**config.mk**
```make
export PLATFORM = sky130hd
export DESIGN_NAME = video_src_sched
export DESIGN_NICKNAME = d
export VERILOG_FILES = /design/src/rtl/video_src_sched.sv
export SDC_FILE = /design/constraint.sdc
export NUM_CORES = 1
export LEC_CHECK = 0
export ABC_AREA = 1
export BUFFER_PORTS_ARGS = -buffer_cell sky130_fd_sc_hd__buf_2
export CORE_AREA = 5 5 79 99
export CTS_BUF_LIST = sky130_fd_sc_hd__clkbuf_4 sky130_fd_sc_hd__clkbuf_8
export CTS_CLUSTER_DIAMETER = 120
export DETAILED_ROUTE_END_ITERATION = 16
export DIE_AREA = 0 0 84 104
export PLACE_DENSITY = 0.84
export SKIP_CTS_REPAIR_TIMING = 1
export SYNTH_ARGS = -nofsm -noshare
export SYNTH_HDL_FRONTEND = slang
export SYNTH_SLANG_ARGS = --single-unit
```
**constraint.sdc**
```tcl
create_clock -name pixel_clk -period 4.5 [get_ports pixel_clk]
set_input_delay 0.9 -clock pixel_clk [delete_from_list [all_inputs] [get_ports pixel_clk]]
set_output_delay 0.9 -clock pixel_clk [all_outputs]
set_load 0.02 [all_outputs]
```
**src/rtl/video_src_sched.sv**
```systemverilog
// Per-frame pixel source scheduler: picks colour bars, a FIFO stream or a solid colour
// for each requested pixel, and substitutes a fill colour when the stream runs dry.
module video_src_sched #(
  parameter int unsigned H_DISP   = 3840,
  parameter int unsigned V_DISP   = 2160,
  parameter logic [23:0] FILL_RGB = 24'h0000FF
) (
  input  logic        pixel_clk,
  input  logic        sys_rst_n,
  input  logic        data_req,
  input  logic [12:0] pixel_xpos,
  input  logic [12:0] pixel_ypos,
  input  logic        video_vs,
  input  logic [1:0]  src_sel,
  input  logic [23:0] solid_rgb,
  input  logic [23:0] strm_data,
  input  logic        strm_empty,
  output logic        strm_rd_en,
  output logic [23:0] pixel_data,
  output logic [1:0]  active_src,
  output logic        underrun,
  output logic [15:0] underrun_cnt,
  output logic [15:0] frame_cnt,
  input  logic        clr_status
);

  localparam int unsigned POS_W = 13;
  localparam int unsigned RGB_W = 24;
  localparam int unsigned CNT_W = 16;
  localparam int unsigned SRC_W = 2;
  localparam int unsigned BAR_W = (H_DISP >= 8) ? (H_DISP / 8) : 1;

  localparam logic [SRC_W-1:0] SRC_BARS  = SRC_W'(0);
  localparam logic [SRC_W-1:0] SRC_STRM  = SRC_W'(1);
  localparam logic [SRC_W-1:0] SRC_SOLID = SRC_W'(2);

  typedef enum logic [1:0] {
    WAIT_SOF = 2'd0,
    RUN      = 2'd1,
    UNDERRUN = 2'd2
  } state_t;

  state_t              state_q;
  state_t              state_d;
  state_t              eff_state;
  logic                vs_q;
  logic                sof_c;
  logic                req_c;
  logic                ur_evt_c;
  logic [POS_W-1:0]    bar_div_c;
  logic [2:0]          bar_idx_c;
  logic [SRC_W-1:0]    src_d;
  logic [RGB_W-1:0]    pix_d;
  logic                ur_d;
  logic [CNT_W-1:0]    ur_cnt_d;
  logic [CNT_W-1:0]    frm_d;

  function automatic logic [RGB_W-1:0] bar_rgb(input logic [2:0] idx);
    logic [RGB_W-1:0] rgb;
    case (idx)
      3'd0:    rgb = 24'hFFFFFF;
      3'd1:    rgb = 24'hFFFF00;
      3'd2:    rgb = 24'h00FFFF;
      3'd3:    rgb = 24'h00FF00;
      3'd4:    rgb = 24'hFF00FF;
      3'd5:    rgb = 24'hFF0000;
      3'd6:    rgb = 24'h0000FF;
      default: rgb = 24'h000000;
    endcase
    return rgb;
  endfunction

  // SOF is masked during reset so a low vsync cannot open a pop window while held in reset
  assign sof_c = sys_rst_n & vs_q & ~video_vs;

  // Requests outside the active window are ignored
  assign req_c = data_req && (pixel_ypos != '0) && (32'(pixel_ypos) <= V_DISP);

  assign bar_div_c = pixel_xpos / POS_W'(BAR_W);
  assign bar_idx_c = (bar_div_c > POS_W'(7)) ? 3'd7 : bar_div_c[2:0];

  // Next-state, next-output and FIFO pop decode
  always_comb begin
    state_d    = state_q;
    src_d      = active_src;
    pix_d      = pixel_data;
    ur_d       = underrun;
    ur_cnt_d   = underrun_cnt;
    frm_d      = frame_cnt;
    strm_rd_en = 1'b0;
    ur_evt_c   = 1'b0;
    eff_state  = state_q;

    if (sof_c) begin
      src_d     = (src_sel == SRC_W'(3)) ? SRC_SOLID : src_sel;
      frm_d     = frame_cnt + CNT_W'(1);
      state_d   = RUN;
      eff_state = RUN;
    end

    if (req_c) begin
      unique case (eff_state)
        WAIT_SOF: pix_d = '0;
        RUN: begin
          if (src_d == SRC_BARS) begin
            pix_d = bar_rgb(bar_idx_c);
          end else if (src_d == SRC_STRM) begin
            if (strm_empty) begin
              ur_evt_c = 1'b1;
              pix_d    = FILL_RGB;
              state_d  = UNDERRUN;
            end else begin
              strm_rd_en = 1'b1;
              pix_d      = strm_data;
            end
          end else begin
            pix_d = solid_rgb;
          end
        end
        UNDERRUN: pix_d = FILL_RGB;
        default:  pix_d = '0;
      endcase
    end

    // Only one event per frame is possible since UNDERRUN is left only on SOF
    if (ur_evt_c) begin
      ur_d = 1'b1;
      if (underrun_cnt != '1) begin
        ur_cnt_d = underrun_cnt + CNT_W'(1);
      end
    end

    if (clr_status) begin
      ur_d     = 1'b0;
      ur_cnt_d = '0;
    end
  end

  always_ff @(posedge pixel_clk or negedge sys_rst_n) begin
    if (!sys_rst_n) begin
      state_q      <= WAIT_SOF;
      vs_q         <= 1'b1;
      active_src   <= '0;
      pixel_data   <= '0;
      underrun     <= 1'b0;
      underrun_cnt <= '0;
      frame_cnt    <= '0;
    end else begin
      state_q      <= state_d;
      vs_q         <= video_vs;
      active_src   <= src_d;
      pixel_data   <= pix_d;
      underrun     <= ur_d;
      underrun_cnt <= ur_cnt_d;
      frame_cnt    <= frm_d;
    end
  end

endmodule

```
==> report_table.html <==
<table>
<tr><th>Metric</th><th>Value</th></tr>
<tr><th colspan="2">Status</th></tr>
<tr><td>Outcome</td><td>complete, no violations</td></tr>
<tr><th colspan="2">Floorplan</th></tr>
<tr><td>Row count</td><td>34</td></tr>
<tr><td>Core area</td><td>between 6000 and 7000 µm²</td></tr>
<tr><td>Initial core utilization</td><td>52.30%</td></tr>
<tr><td>Vertical die dimension</td><td>104 µm</td></tr>
<tr><td>Horizontal extent of the die</td><td>84 µm</td></tr>
<tr><td>Die Outline Area</td><td>between 8000 and 9000 µm²</td></tr>
<tr><td>I/O pin count</td><td>142</td></tr>
<tr><th colspan="2">Timing</th></tr>
<tr><td>Timing-limited maximum frequency</td><td>267.5 MHz</td></tr>
<tr><td>Final worst-path cycle share</td><td>83.08%</td></tr>
<tr><td>Worst-case hold slack</td><td>0.4760 ns</td></tr>
<tr><td>Number of hold-slack violations in the final timing report</td><td>0</td></tr>
<tr><td>Number of pins with negative max-slew slack in the final report</td><td>0</td></tr>
<tr><td>Unrepaired setup endpoints after global routing</td><td>false</td></tr>
<tr><td>Number of endpoints failing setup at the final stage</td><td>0</td></tr>
<tr><td>Setup TNS after final layout</td><td>0 ns</td></tr>
<tr><td>Final worst clock skew</td><td>0.01130 ns</td></tr>
<tr><td>Relative slew slack</td><td>48.16%</td></tr>
<tr><td>Slew at the pin closest to its max-slew limit</td><td>roughly 0.78 ns</td></tr>
<tr><td>Minimum period implied by the final worst setup slack</td><td>3.738 ns</td></tr>
<tr><th colspan="2">Worst setup path</th></tr>
<tr><td>Crit end category</td><td>output pin</td></tr>
<tr><td>Slowest cell on the critical path</td><td>sky130_fd_sc_hd__clkinv_1</td></tr>
<tr><td>Longest individual stage delay on the worst path</td><td>0.24 ns</td></tr>
<tr><td>Worst-path maximum fanout</td><td>14</td></tr>
<tr><td>Critical path start-end classification</td><td>input port to output pin</td></tr>
<tr><td>End point of the critical path</td><td>strm_rd_en</td></tr>
<tr><td>Dominant cell type by count on the critical path</td><td>sky130_fd_sc_hd__nor2_2</td></tr>
<tr><td>FF-to-FF setup slack</td><td>1.12 ns</td></tr>
<tr><td>FF-to-FF Start</td><td>vs_q</td></tr>
<tr><td>Cell chain of the critical path</td><td>buf_2, nand2_1, nor2_2, inv_2, nor2_2, a21oi_1, buf_4, inv_2, nand2_2, nor2_2, clkinv_1, nor2_1, buf_2</td></tr>
<tr><td>Required @ worst endpoint</td><td>approximately 3.6 ns</td></tr>
<tr><td>Timing startpoint of the critical path</td><td>sys_rst_n</td></tr>
<tr><td>Crit start category</td><td>input port</td></tr>
<tr><td>Depth of the worst register-to-register path</td><td>14</td></tr>
<tr><td>Number of gates on the worst path with buffers counted</td><td>13</td></tr>
<tr><td>Data arrival at the endpoint of the critical path</td><td>2.84 ns</td></tr>
<tr><td>Critical register-to-register path endpoint</td><td>underrun_cnt[12]</td></tr>
<tr><td>Bufs and invs on worst path</td><td>6</td></tr>
<tr><td>Kind of cell adding the most delay to the critical path</td><td>buffers and inverters</td></tr>
<tr><th colspan="2">Global route</th></tr>
<tr><td>Initial antenna violation count</td><td>0</td></tr>
<tr><td>Global router's overall resource usage</td><td>21.87%</td></tr>
<tr><td>Global-route wire length before repair</td><td>15770 µm</td></tr>
<tr><td>Number of global-route vias before repair</td><td>roughly 3600</td></tr>
<tr><td>Largest net degree at the start of global routing</td><td>63</td></tr>
<tr><td>Overflow after GRT</td><td>0</td></tr>
<tr><th colspan="2">Yosys</th></tr>
<tr><td>Post-synthesis cell count</td><td>454</td></tr>
<tr><td>Post-synth top area cell</td><td>sky130_fd_sc_hd__dfrtp_1</td></tr>
<tr><td>Post-Synthesis Mean Instance Area</td><td>7.841 µm²</td></tr>
<tr><td>Post-Synthesis Cell Area</td><td>3560 µm²</td></tr>
<tr><td>Number of enable-type register cells in the synthesized netlist</td><td>0</td></tr>
<tr><td>Most used standard cells in the synthesized netlist</td><td>sky130_fd_sc_hd__nand2_1 (122), sky130_fd_sc_hd__dfrtp_1 (61), sky130_fd_sc_hd__inv_1 (42), sky130_fd_sc_hd__nor2_1 (37), sky130_fd_sc_hd__nand3_1 (29)</td></tr>
<tr><td>Synthesis-stage register bit count</td><td>62</td></tr>
<tr><td>Post-synthesis async set-or-reset flop share</td><td>between 90% and 100%</td></tr>
<tr><td>Number of library cell types mapped by synthesis</td><td>42</td></tr>
<tr><td>Flip-flop cell with the highest count after synthesis</td><td>sky130_fd_sc_hd__dfrtp_1</td></tr>
<tr><td>Ranking of synthesized cells by area</td><td>sky130_fd_sc_hd__dfrtp_1 (43%), sky130_fd_sc_hd__nand2_1 (13%), sky130_fd_sc_hd__inv_1 (4.4%)</td></tr>
<tr><td>Share of the yosys chip area belonging to registers</td><td>43.62%</td></tr>
<tr><td>Share of Yosys cell area claimed by the top area cell type</td><td>42.88%</td></tr>
<tr><td>Synthesized net count</td><td>540</td></tr>
<tr><td>Yosys warnings</td><td>0</td></tr>
<tr><td>Cell with the most instances after synthesis</td><td>sky130_fd_sc_hd__nand2_1</td></tr>
<tr><th colspan="2">Clock network</th></tr>
<tr><td>Clock latency reported for the late side of the worst-skew pair</td><td>0.33 ns</td></tr>
<tr><td>Num CTS Buffers</td><td>9</td></tr>
<tr><td>TritonCTS clock tree</td><td>done</td></tr>
<tr><td>CTS clk-pin slew, worst paths</td><td>~0.07 ns</td></tr>
<tr><td>Clock Path Buffers</td><td>2</td></tr>
<tr><td>Number of sinks handled by clock tree synthesis</td><td>62</td></tr>
<tr><td>H-tree lvl count</td><td>3</td></tr>
<tr><td>Clock root cell</td><td>sky130_fd_sc_hd__clkbuf_8</td></tr>
<tr><th colspan="2">Routing</th></tr>
<tr><td>Number of vias in the routed layout</td><td>3622</td></tr>
<tr><td>Wire length reported by the detailed router</td><td>9501 µm</td></tr>
<tr><td>Number of remaining DRC errors</td><td>0</td></tr>
<tr><td>Remaining antenna violation count after routing</td><td>0</td></tr>
<tr><td>Post-detailed-route via-to-cell ratio</td><td>5.242</td></tr>
<tr><td>DR iter-0 viols</td><td>roughly 120</td></tr>
<tr><td>Routed WL per cell</td><td>13.75 µm</td></tr>
<tr><td>Iteration count of the initial detailed-routing pass</td><td>5</td></tr>
<tr><th colspan="2">Power and ir drop</th></tr>
<tr><td>Static leakage power</td><td>2.528 nW</td></tr>
<tr><td>Overall Power</td><td>1.727 mW</td></tr>
<tr><td>Maximum ir drop on the vdd rail</td><td>0.3489 mV</td></tr>
<tr><td>Power per standard cell area</td><td>379.0 nW/µm²</td></tr>
<tr><th colspan="2">Final layout</th></tr>
<tr><td>Fraction of layout cells with a size suffix above 1</td><td>32.61%</td></tr>
<tr><td>Number of antenna repair diodes</td><td>0</td></tr>
<tr><td>Number of nets in the finished design</td><td>682</td></tr>
<tr><td>Filler Cells Inserted</td><td>578</td></tr>
<tr><td>Non-filler cells, final</td><td>691</td></tr>
<tr><td>Area taken by multi-input logic gates</td><td>between 1500 and 2000 µm²</td></tr>
<tr><td>Post-synthesis to final-layout area growth</td><td>28.05%</td></tr>
<tr><td>Reg area</td><td>1553 µm²</td></tr>
<tr><th colspan="2">Placement</th></tr>
<tr><td>Total instance count after detailed placement</td><td>675</td></tr>
<tr><td>Buffers added on ports</td><td>between 100 and 150</td></tr>
<tr><td>HPWL after detailed placement</td><td>7416 µm</td></tr>
<tr><td>Final GP Congestion</td><td>0.8071</td></tr>
<tr><th colspan="2">Job</th></tr>
<tr><td>Total of max-cap violations</td><td>0</td></tr>
<tr><th colspan="2">Min path</th></tr>
<tr><td>Worst min-delay path category</td><td>register to register</td></tr>
</table>
## cell families after synthesis
kind of cell    after synthesis  synth area share (%)
compound gates               68                 12.09
xor+xnor                     19                 4.675
fa+ha+maj                     4                 1.406
buf+inv                      59                 6.362
flops                        62                 43.62
simple gates                242                 31.85
## layer usage
metal | track usage, % | up-vias | part of all wire [%]
met5 | 0 | - | 0
met4 | 7.356 | 0 | 1.5
met3 | 5.705 | 12 | 6.8
met2 | 39.76 | 128 | 53
met1 | 24.51 | 1706 | 38
li1 | - | 1776 | -
## per-stage QoR
step	setup slack (ns)	util, %	cell area [µm²]
5_1_grt	0.5124	66.97	4558
6_report	0.7616	66.97	4558
2_1_floorplan	1.253	-	3560
4_1_cts	0.7511	66.97	4558
3_3_place_gp	0.8308	63.77	4340
3_5_place_dp	0.6429	63.77	4340
## registers in the layout, indices dropped and copies added, names as in the netlist
name          cells
pixel_data       24
active_src        2
vs_q              1
underrun_cnt     16
frame_cnt        16
state_q           2
underrun          1
## how the worst min path moves through the flow
stage | slack [ns] | to | from | depth (start not counted)
2_1_floorplan | 0.48 | state_q[0] | state_q[0] | 2
3_3_place_gp | 0.46 | frame_cnt[15] | frame_cnt[15] | 1
3_5_place_dp | 0.46 | pixel_data[20] | pixel_data[20] | 1
4_1_cts | 0.48 | frame_cnt[15] | frame_cnt[15] | 1
5_1_grt | 0.49 | pixel_data[4] | pixel_data[4] | 2
6_report | 0.48 | pixel_data[20] | pixel_data[20] | 1
## where the power goes
group          switching, mW  internal, mW  total [mW]
registers             0.0591         0.640       0.699
clock network          0.219         0.317       0.536
logic                  0.311         0.181       0.492
## layout make-up
| class | count | area share [%] |
|---|---|---|
| Tap cell | 90 | 2.470 |
| Timing Repair Buffer | 139 | 15.43 |
| Inverter | 51 | 4.200 |
| Sequential cell | 62 | 34.07 |
| Clock buffer | 10 | 2.882 |
| Multi-Input combinational cell | 333 | 39.06 |
| Clock inverter | 6 | 1.894 |
## cells in the final DEF, fill, tap and decap left out, types with 2 or more instances in the layout
cell type	synthesis	routed
sky130_fd_sc_hd__a21boi_0	5	5
sky130_fd_sc_hd__o21ai_0	23	23
sky130_fd_sc_hd__a21oi_1	10	10
sky130_fd_sc_hd__nand4_1	7	7
sky130_fd_sc_hd__and3_1	2	2
sky130_fd_sc_hd__clkbuf_8	0	9
sky130_fd_sc_hd__inv_1	42	42
sky130_fd_sc_hd__o21ai_1	2	2
sky130_fd_sc_hd__or2_2	2	2
sky130_fd_sc_hd__nor2_2	6	6
sky130_fd_sc_hd__bufinv_16	0	2
sky130_fd_sc_hd__clkinv_1	2	2
sky130_fd_sc_hd__nand3_2	9	9
sky130_fd_sc_hd__nand2_4	4	4
sky130_fd_sc_hd__ha_1	4	4
sky130_fd_sc_hd__nand3_1	29	29
sky130_fd_sc_hd__clkinv_2	0	2
sky130_fd_sc_hd__nor3_1	9	9
sky130_fd_sc_hd__buf_2	1	136
sky130_fd_sc_hd__buf_4	1	3
sky130_fd_sc_hd__o31ai_1	2	2
sky130_fd_sc_hd__a31oi_1	3	3
sky130_fd_sc_hd__nor4_1	2	2
sky130_fd_sc_hd__dfrtp_1	61	61
sky130_fd_sc_hd__a221oi_1	3	3
sky130_fd_sc_hd__nor2_1	37	37
sky130_fd_sc_hd__o22ai_1	8	8
sky130_fd_sc_hd__a22o_1	8	8
sky130_fd_sc_hd__xnor2_1	6	6
sky130_fd_sc_hd__xor2_1	13	13
sky130_fd_sc_hd__inv_2	7	7
sky130_fd_sc_hd__nand2_1	122	122
sky130_fd_sc_hd__nand2_2	7	7
(Power assumes the default switching activity.)
